[src/rtl/vga_sync_decoder.sv]
// Sync-line monitor: recovers DrawX/DrawY, frame_start and lock from hs/vs sampled on Clk.
// Define VGA_SYNC_DECODER_BLANK_CHECK_EN to build the blank-versus-coordinate checker.
module vga_sync_decoder #(
    parameter int H_TOTAL      = 800,
    parameter int H_SYNC_START = 656,
    parameter int V_TOTAL      = 525,
    parameter int V_SYNC_START = 490,
    parameter int H_ACTIVE     = 640,
    parameter int V_ACTIVE     = 480
) (
    input  logic       Clk,
    input  logic       Reset,
    input  logic       VGA_clk,
    input  logic       hs,
    input  logic       vs,
    input  logic       blank,
    output logic [9:0] DrawX,
    output logic [9:0] DrawY,
    output logic       pix_valid,
    output logic       frame_start,
    output logic       locked,
    output logic       sync_err,
    output logic       blank_err
);

    localparam logic [9:0] H_LAST = 10'(H_TOTAL - 1);
    localparam logic [9:0] V_LAST = 10'(V_TOTAL - 1);
    localparam logic [9:0] H_LOAD = 10'(H_SYNC_START);
    localparam logic [9:0] V_LOAD = 10'(V_SYNC_START);

    typedef enum logic [1:0] {SEARCH, MEASURE, LOCKED} state_t;

    state_t     state_q, state_d;
    logic       vclk_p0, vclk_p1, vclk_p2, vld_p2;
    logic       hs_p0, hs_p1, hs_p2;
    logic       vs_p0, vs_p1, vs_p2;
    logic       hs_prev, vs_prev;
    logic [9:0] hcnt, vcnt;
    logic [9:0] hcnt_adv, vcnt_adv, hcnt_nxt, vcnt_nxt;
    logic       h_wrap, hs_fall, vs_fall, hs_bad, vs_bad;
    logic       meas_ok, meas_ok_d, set_sync_err;

    // Stages p0/p1: two-flop synchronizers; p2: pixel-strobe detect with aligned sync samples
    always_ff @(posedge Clk or negedge Reset) begin
        if (!Reset) begin
            vclk_p0 <= 1'b0;
            vclk_p1 <= 1'b0;
            vclk_p2 <= 1'b0;
            vld_p2  <= 1'b0;
            hs_p0   <= 1'b0;
            hs_p1   <= 1'b0;
            hs_p2   <= 1'b0;
            vs_p0   <= 1'b0;
            vs_p1   <= 1'b0;
            vs_p2   <= 1'b0;
        end else begin
            vclk_p0 <= VGA_clk;
            vclk_p1 <= vclk_p0;
            vclk_p2 <= vclk_p1;
            vld_p2  <= vclk_p1 & ~vclk_p2;
            hs_p0   <= hs;
            hs_p1   <= hs_p0;
            hs_p2   <= hs_p1;
            vs_p0   <= vs;
            vs_p1   <= vs_p0;
            vs_p2   <= vs_p1;
        end
    end

    // Stage p3: counter advance, sync-edge loads and edge qualification
    always_comb begin
        hs_fall  = vld_p2 & hs_prev & ~hs_p2;
        vs_fall  = vld_p2 & vs_prev & ~vs_p2;
        hcnt_adv = (hcnt == H_LAST) ? 10'd0 : hcnt + 10'd1;
        h_wrap   = (hcnt == H_LAST) & ~hs_fall;
        if (h_wrap) begin
            vcnt_adv = (vcnt == V_LAST) ? 10'd0 : vcnt + 10'd1;
        end else begin
            vcnt_adv = vcnt;
        end
        hcnt_nxt = hs_fall ? H_LOAD : hcnt_adv;
        vcnt_nxt = vs_fall ? V_LOAD : vcnt_adv;
        // An edge is expected when plain counting would already land on the load value
        hs_bad   = hs_fall & (hcnt_adv != H_LOAD);
        vs_bad   = vs_fall & (vcnt_adv != V_LOAD);
    end

    always_comb begin
        state_d      = state_q;
        meas_ok_d    = meas_ok;
        set_sync_err = 1'b0;
        case (state_q)
            SEARCH: begin
                if (vs_fall) begin
                    state_d   = MEASURE;
                    meas_ok_d = 1'b1;
                end
            end
            MEASURE: begin
                if (hs_bad) begin
                    meas_ok_d = 1'b0;
                end
                if (vs_fall) begin
                    state_d = (meas_ok && !hs_bad && !vs_bad) ? LOCKED : SEARCH;
                end
            end
            LOCKED: begin
                if (hs_bad || vs_bad) begin
                    state_d      = SEARCH;
                    set_sync_err = 1'b1;
                end
            end
            default: state_d = SEARCH;
        endcase
    end

    always_ff @(posedge Clk or negedge Reset) begin
        if (!Reset) begin
            state_q     <= SEARCH;
            meas_ok     <= 1'b0;
            hcnt        <= 10'd0;
            vcnt        <= 10'd0;
            hs_prev     <= 1'b0;
            vs_prev     <= 1'b0;
            pix_valid   <= 1'b0;
            frame_start <= 1'b0;
            sync_err    <= 1'b0;
        end else begin
            state_q     <= state_d;
            meas_ok     <= meas_ok_d;
            pix_valid   <= vld_p2;
            frame_start <= vld_p2 && (state_q == LOCKED) &&
                           (hcnt_nxt == 10'd0) && (vcnt_nxt == 10'd0);
            if (set_sync_err) begin
                sync_err <= 1'b1;
            end
            if (vld_p2) begin
                hcnt    <= hcnt_nxt;
                vcnt    <= vcnt_nxt;
                hs_prev <= hs_p2;
                vs_prev <= vs_p2;
            end
        end
    end

    assign DrawX  = hcnt;
    assign DrawY  = vcnt;
    assign locked = (state_q == LOCKED);

`ifdef VGA_SYNC_DECODER_BLANK_CHECK_EN
    logic blank_p0, blank_p1, blank_p2, blank_exp;

    // Stages p0..p2: blank follows the same delay as hs/vs so it lines up with the strobe
    always_ff @(posedge Clk or negedge Reset) begin
        if (!Reset) begin
            blank_p0 <= 1'b0;
            blank_p1 <= 1'b0;
            blank_p2 <= 1'b0;
        end else begin
            blank_p0 <= blank;
            blank_p1 <= blank_p0;
            blank_p2 <= blank_p1;
        end
    end

    // Stage p3: blank (active low) must be high exactly inside the visible window
    assign blank_exp = (hcnt_nxt < 10'(H_ACTIVE)) && (vcnt_nxt < 10'(V_ACTIVE));

    always_ff @(posedge Clk or negedge Reset) begin
        if (!Reset) begin
            blank_err <= 1'b0;
        end else if (vld_p2 && (state_q == LOCKED) && (blank_p2 != blank_exp)) begin
            blank_err <= 1'b1;
        end
    end
`else
    logic unused_blank;
    assign unused_blank = blank;
    assign blank_err    = 1'b0;
`endif

endmodule
[config.mk]
export PLATFORM = sky130hd
export DESIGN_NAME = vga_sync_decoder
export DESIGN_NICKNAME = d
export VERILOG_FILES = /design/src/rtl/vga_sync_decoder.sv
export SDC_FILE = /design/constraint.sdc
export NUM_CORES = 1
export LEC_CHECK = 0
export BUFFER_PORTS_ARGS = -buffer_cell sky130_fd_sc_hd__clkbuf_2
export CAP_MARGIN = 15
export CORE_MARGIN = 2
export CORE_UTILIZATION = 40
export DETAILED_ROUTE_END_ITERATION = 8
export HOLD_SLACK_MARGIN = 0.06
export PLACE_DENSITY_LB_ADDON = 0.05
export SLEW_MARGIN = 10
export SYNTH_ARGS = -nofsm -noshare
export SYNTH_HDL_FRONTEND = slang
export SYNTH_SLANG_ARGS = --single-unit
[constraint.sdc]
create_clock -name Clk -period 8.2 [get_ports Clk]
set_input_delay 1.23 -clock Clk [delete_from_list [all_inputs] [get_ports Clk]]
set_output_delay 1.23 -clock Clk [all_outputs]
set_load 0.05 [all_outputs]
Word level (Yosys, flattened, before mapping)
Index checks and enable logic that the tools add are counted.

storage, ports and cells
  output and inout bits = 25
  logic and storage cells = 72
  input bits = 6
  register bits = 38

cells by class
  equal/unequal tests = 10
  add/sub/neg operators = 2
  reduce and logical (&&, ||, !) cells = 14
  multiplexer cells = 15
  bitwise operators = 12

operators by type and width
  kind                                                                    count
  10-bit 2-to-1 mux                                                       5
  10-bit by 1-bit adder with 10-bit output (second input constant)        2
  10-bit equality test (second input constant)                            2
  10-bit logical NOT                                                      2
  10-bit != test (second input constant)                                  1
  10-bit by 9-bit != test with 1-bit output (second input constant)       1
  1-bit bitwise AND                                                       8
  2-bit 2-to-1 mux                                                        4
  2-bit != test (second input constant)                                   3
  2-bit one-hot mux with 3 select lines                                   1
  3-bit AND reduction                                                     2
  1-bit logical AND                                                       5
  1-bit 2-to-1 mux                                                        4
  1-bit NOT                                                               4
  2-bit by 1-bit equality test with 1-bit output (second input constant)  1
  2-bit equality test (second input constant)                             1
  1-bit logical NOT                                                       2
  2-bit logical NOT                                                       1
  2-bit by 1-bit != test with 1-bit output (second input constant)        1
  1-bit one-hot mux with 2 select lines                                   1
  2-bit nonzero test                                                      1
  1-bit logical OR                                                        1

Depth between registers and ports, before layout
  depth after elaboration = 12
  depth in mapped cells = 9
  gate-level depth less buffers = 8

Worst setup path before layout
No wires, ideal clock.

  kind = register -> register
  start = reg hcnt[0], in the netlist DrawX[0]
  end = reg sync_err
  slack = 5.131 ns
  period minus slack after synthesis = 3.069 ns
  arrival = 2.946 ns
  library setup time = 0.124 ns
  data required time = 8.076 ns
  cell stages (with the launch flop) = 9
  buffers on the path = 1
  cell sequence = dfrtp_1 -> ha_1 -> buf_8 -> nand4_1 -> or4_4 -> nor4_4 -> o22ai_1 -> or4_1 -> a211o_1

on the way
  cells in the longest elaborated chain, start to end = 8
  elaborated cells between the ends (all ways) = 12
  those cells by class = add/sub (1); eq/ne (3); mux (4); bitwise (3); reduce/logical (1)

RTL lines
  what                                                                                              RTL line  source
  from (decl)                                                                                       38        logic [9:0] hcnt, vcnt;
  from (signal assigned)                                                                            138       hcnt <= hcnt_nxt;
  parallel branches: the longest is 5 deep, another holds 10-bit by 1-bit adder with 10-bit output  n/a
  1-bit logical OR (*)                                                                              108       if (hs_bad || vs_bad) begin
  1-bit 2-to-1 mux (*)                                                                              108
  1-bit 2-to-1 mux (*)                                                                              92        case (state_q)
  to (signal assigned)                                                                              127       sync_err <= 1'b0;
  to (signal assigned)                                                                              135       sync_err <= 1'b1;
  to (decl)                                                                                         22        output logic sync_err,

Every way passes the cells marked *.
A chain may end at the register's enable or synchronous reset.

Worst setup path in the final report
Ends and elaborated chain as after synthesis.

==> impl_metrics.py <==
metrics = {
    "run_status": {
        "status": "finished clean",
    },
    "clocking": {
        "post_cts_buffers": 0,
        "cts_buffers": 5,
        "clkSinkCount": 38,
        "cts_root_buf": "clkbuf_8",
        "cts_hold_buffers": 0,
        "htree_levels": 2,
        "cts_tree": "done",
        "cts.path.max_buffers": 2,
        "cts_resized": 0,
        "clk_latency_ps": 290,
        "clk_pin_slew_ps": 80,
    },
    "worst_setup_path": {
        "crit_family": "simple AND/OR/NAND/NOR gates",
        "crit_fanout": 9,
        "cp-end-kind": "register",
        "crit_required_ps": 8370,
        "r2r_end": "sync_err$_DFFE_PN0P_",
        "crit_path_frequent_cell": "nand4_1",
        "rrSetupSlack_ps": 4970,
        "critical_path.slowest_cell": "nor3_1",
        "timing.rr.start": "DrawX[0]$_DFFE_PN0P_",
        "critPathBufInv": 0,
        "slowest_delay_ps": 610,
        "crit_chain": "ha_1 > nand4_1 > nor3_1 > nand4_1 > xnor2_1 > or4_1 > a211o_1",
        "worstSetupPathType": "reg -> reg",
        "startpoint_type": "register",
        "reg2reg_depth": 7,
        "critPathArrivalTime_ps": 3400,
    },
    "pwr": {
        "leakage_nw": 1.05,
        "p_int_w": 0.000357,
        "switchingPower_w": 0.000168,
        "power_density_mw_per_mm2": 208,
        "swShare": 0.320,
        "clkPwrFrac": 0.364,
        "pwr-share-comb": 0.191,
        "ir_worst_vdd_mv": 0.119,
        "seqPwrFrac": 0.445,
    },
    "yosys": {
        "ys_ff_latch": 38,
        "syn_nets": 263,
        "yosysSeqAreaShare": 0.406,
        "synth.distinct_cells": 59,
        "async_flop_share": 1.00,
        "avgSynthCellArea_um2": 9.22,
        "synth_warnings": 0,
        "synth-edff-count": 0,
        "ys_top_cells_by_area": "dfrtp_1 (41%), o21ai_0 (5.3%), nand2_1 (4.6%)",
        "synth-main-ff-cell": "dfrtp_1",
        "synth_top_cell_area_share": 0.406,
        "synth_area_mm2": 0.00234,
        "synth_cells": 254,
        "synth.largest_area_cell": "dfrtp_1",
    },
    "sta": {
        "timing.final.crit_share": 0.393,
        "drv_slew": 0,
        "tns_ps": 0,
        "rsz0062_at_grt": "false",
        "fmax_mhz": 310,
        "setup-violations-final": 0,
        "hold_violations": 0,
        "period_needed_ps": 3230,
        "relSlewSlack": 0.368,
        "max_slew.worst_pin.slew_ps": 948,
        "finClkSkew_ps": 3.62,
    },
    "die": {
        "core_region_area_mm2": 0.00557,
        "die-area_mm2": 0.00648,
        "die_w_um": 80.5,
        "num_rows": 27,
        "dieHeight_um": 80.5,
        "start_util": 0.420,
        "num_io_pins": 31,
    },
    "global_route": {
        "antenna_found_initial": 0,
        "met3_usage": 0.0404,
        "first_global_vias": 1787,
        "grt_use_total": 0.178,
        "grt_pass1_wl_mm": 8.89,
        "overflow": 0,
        "grt.met2_usage": 0.259,
        "grt_max_degree": 39,
        "grt_use_met1": 0.262,
        "grt-busiest-layer": "met1",
    },
    "drt": {
        "routed_wl_mm": 5.15,
        "drt_iter0_markers": 123,
        "viasPerCell": 5.64,
        "firstDrtPassIters": 4,
        "route.detailed.drc": 0,
        "wl_per_cell_um": 15.1,
        "ant_nets": 0,
        "num_vias": 1924,
    },
    "cells_and_area": {
        "drive_above_1_share": 0.182,
        "final_common_cell": "dfrtp_1",
        "layout_common_cells": "dfrtp_1 (38), nand2_1 (29), clkbuf_2 (28), o21ai_0 (25), nor2_1 (18)",
        "areaGrowthSynthToFinish_pct": 8.12,
        "fin_nets": 277,
        "fin_cells": 341,
        "n_antenna_cell": 0,
    },
    "min_path": {
        "min_to": "vclk_p1$_DFF_PN0_",
        "hold_start": "vclk_p0$_DFF_PN0_",
        "hold_depth": 0,
        "hold_class": "reg -> reg",
    },
    "flow_run": {
        "drv_cap": 0,
    },
    "placement": {
        "dp_cells": 333,
        "dpl.hpwl_mm": 3.64,
        "portBuffers": 28,
        "finalWeightedCongestion": 0.886,
    },
}
-- routing by layer --
layer	vias up	wire [um]
met5	-	0
met4	0	40
met3	6	296
met2	60	2240
met1	902	2570
li1	956	-
-- power groups by stage --
stage                     clock network (W)  registers [W]  logic [W]
after floorplan                           0       0.000253  0.0000664
after global placement                    0       0.000237   0.000102
after detailed placement                  0       0.000237   0.000102
after CTS                          0.000199       0.000233   0.000102
after global routing               0.000210       0.000238   0.000111
final                              0.000191       0.000234   0.000101
-- worst max path at each step --
stage               cells after the start                    to            startpoint
floorplan                               8  sync_err$_DFFE_PN0P_  DrawX[0]$_DFFE_PN0P_
global placement                        7  sync_err$_DFFE_PN0P_  DrawX[0]$_DFFE_PN0P_
detailed placement                      7  sync_err$_DFFE_PN0P_  DrawX[0]$_DFFE_PN0P_
CTS                                     7  sync_err$_DFFE_PN0P_  DrawX[0]$_DFFE_PN0P_
global route                            7  sync_err$_DFFE_PN0P_  DrawX[0]$_DFFE_PN0P_
finish                                  7  sync_err$_DFFE_PN0P_  DrawX[0]$_DFFE_PN0P_
-- cell type report --
type / instances / area [um2]
Sequential cell: 38 / 951
Clock inverter: 3 / 68.8
Tap cell: 72 / 90.1
Timing Repair Buffer: 29 / 148
Clock buffer: 5 / 68.8
Multi-Input combinational cell: 190 / 1190
Fill cell: 585 / 3040
Inverter: 4 / 15.0
-- per-stage QoR --
stage | instance area, um2 | power [W] | hold slack, ps | util | worst slack, ps
floorplan | 2340 | 0.000319 | 331 | - | 5130
global placement | 2390 | 0.000338 | 331 | 0.430 | 4990
detailed placement | 2390 | 0.000339 | 336 | 0.430 | 4990
CTS | 2530 | 0.000535 | 356 | 0.454 | 4960
global route | 2530 | 0.000559 | 360 | 0.454 | 4730
finish | 2530 | 0.000526 | 352 | 0.454 | 4970
-- cells by family after synthesis --
logic type,after synthesis,share of synthesized area
buffers and inverters,26,0.0855
other,1,0.00160
and+or+nand+nor,106,0.247
adders and majority gates,3,0.0160
muxes,5,0.0224
DFF,38,0.406
xor gates and xnor gates,8,0.0299
AOI/OAI and AO/OA,67,0.192
-- Yosys cell counts, drive strengths merged (3+ instances only) --
master,number
and3,5
dfrtp,38
nor4,4
a31oi,3
nand2,29
nor2,18
clkbuf,15
ha,3
a21oi,12
buf,7
xor2,3
xnor2,5
nand3,11
or3,3
nand2b,3
inv,4
o21ai,25
nor3,8
or4,4
o31ai,5
nand4,7
mux2i,3
o41ai,3
-- worst register-to-register path, cell delays in order, from the launching register on --
cell	delay (ps)
dfrtp_1	530
ha_1	360
nand4_1	290
nor3_1	610
nand4_1	260
xnor2_1	230
or4_1	540
a211o_1	310
(Power assumes the default switching activity.)
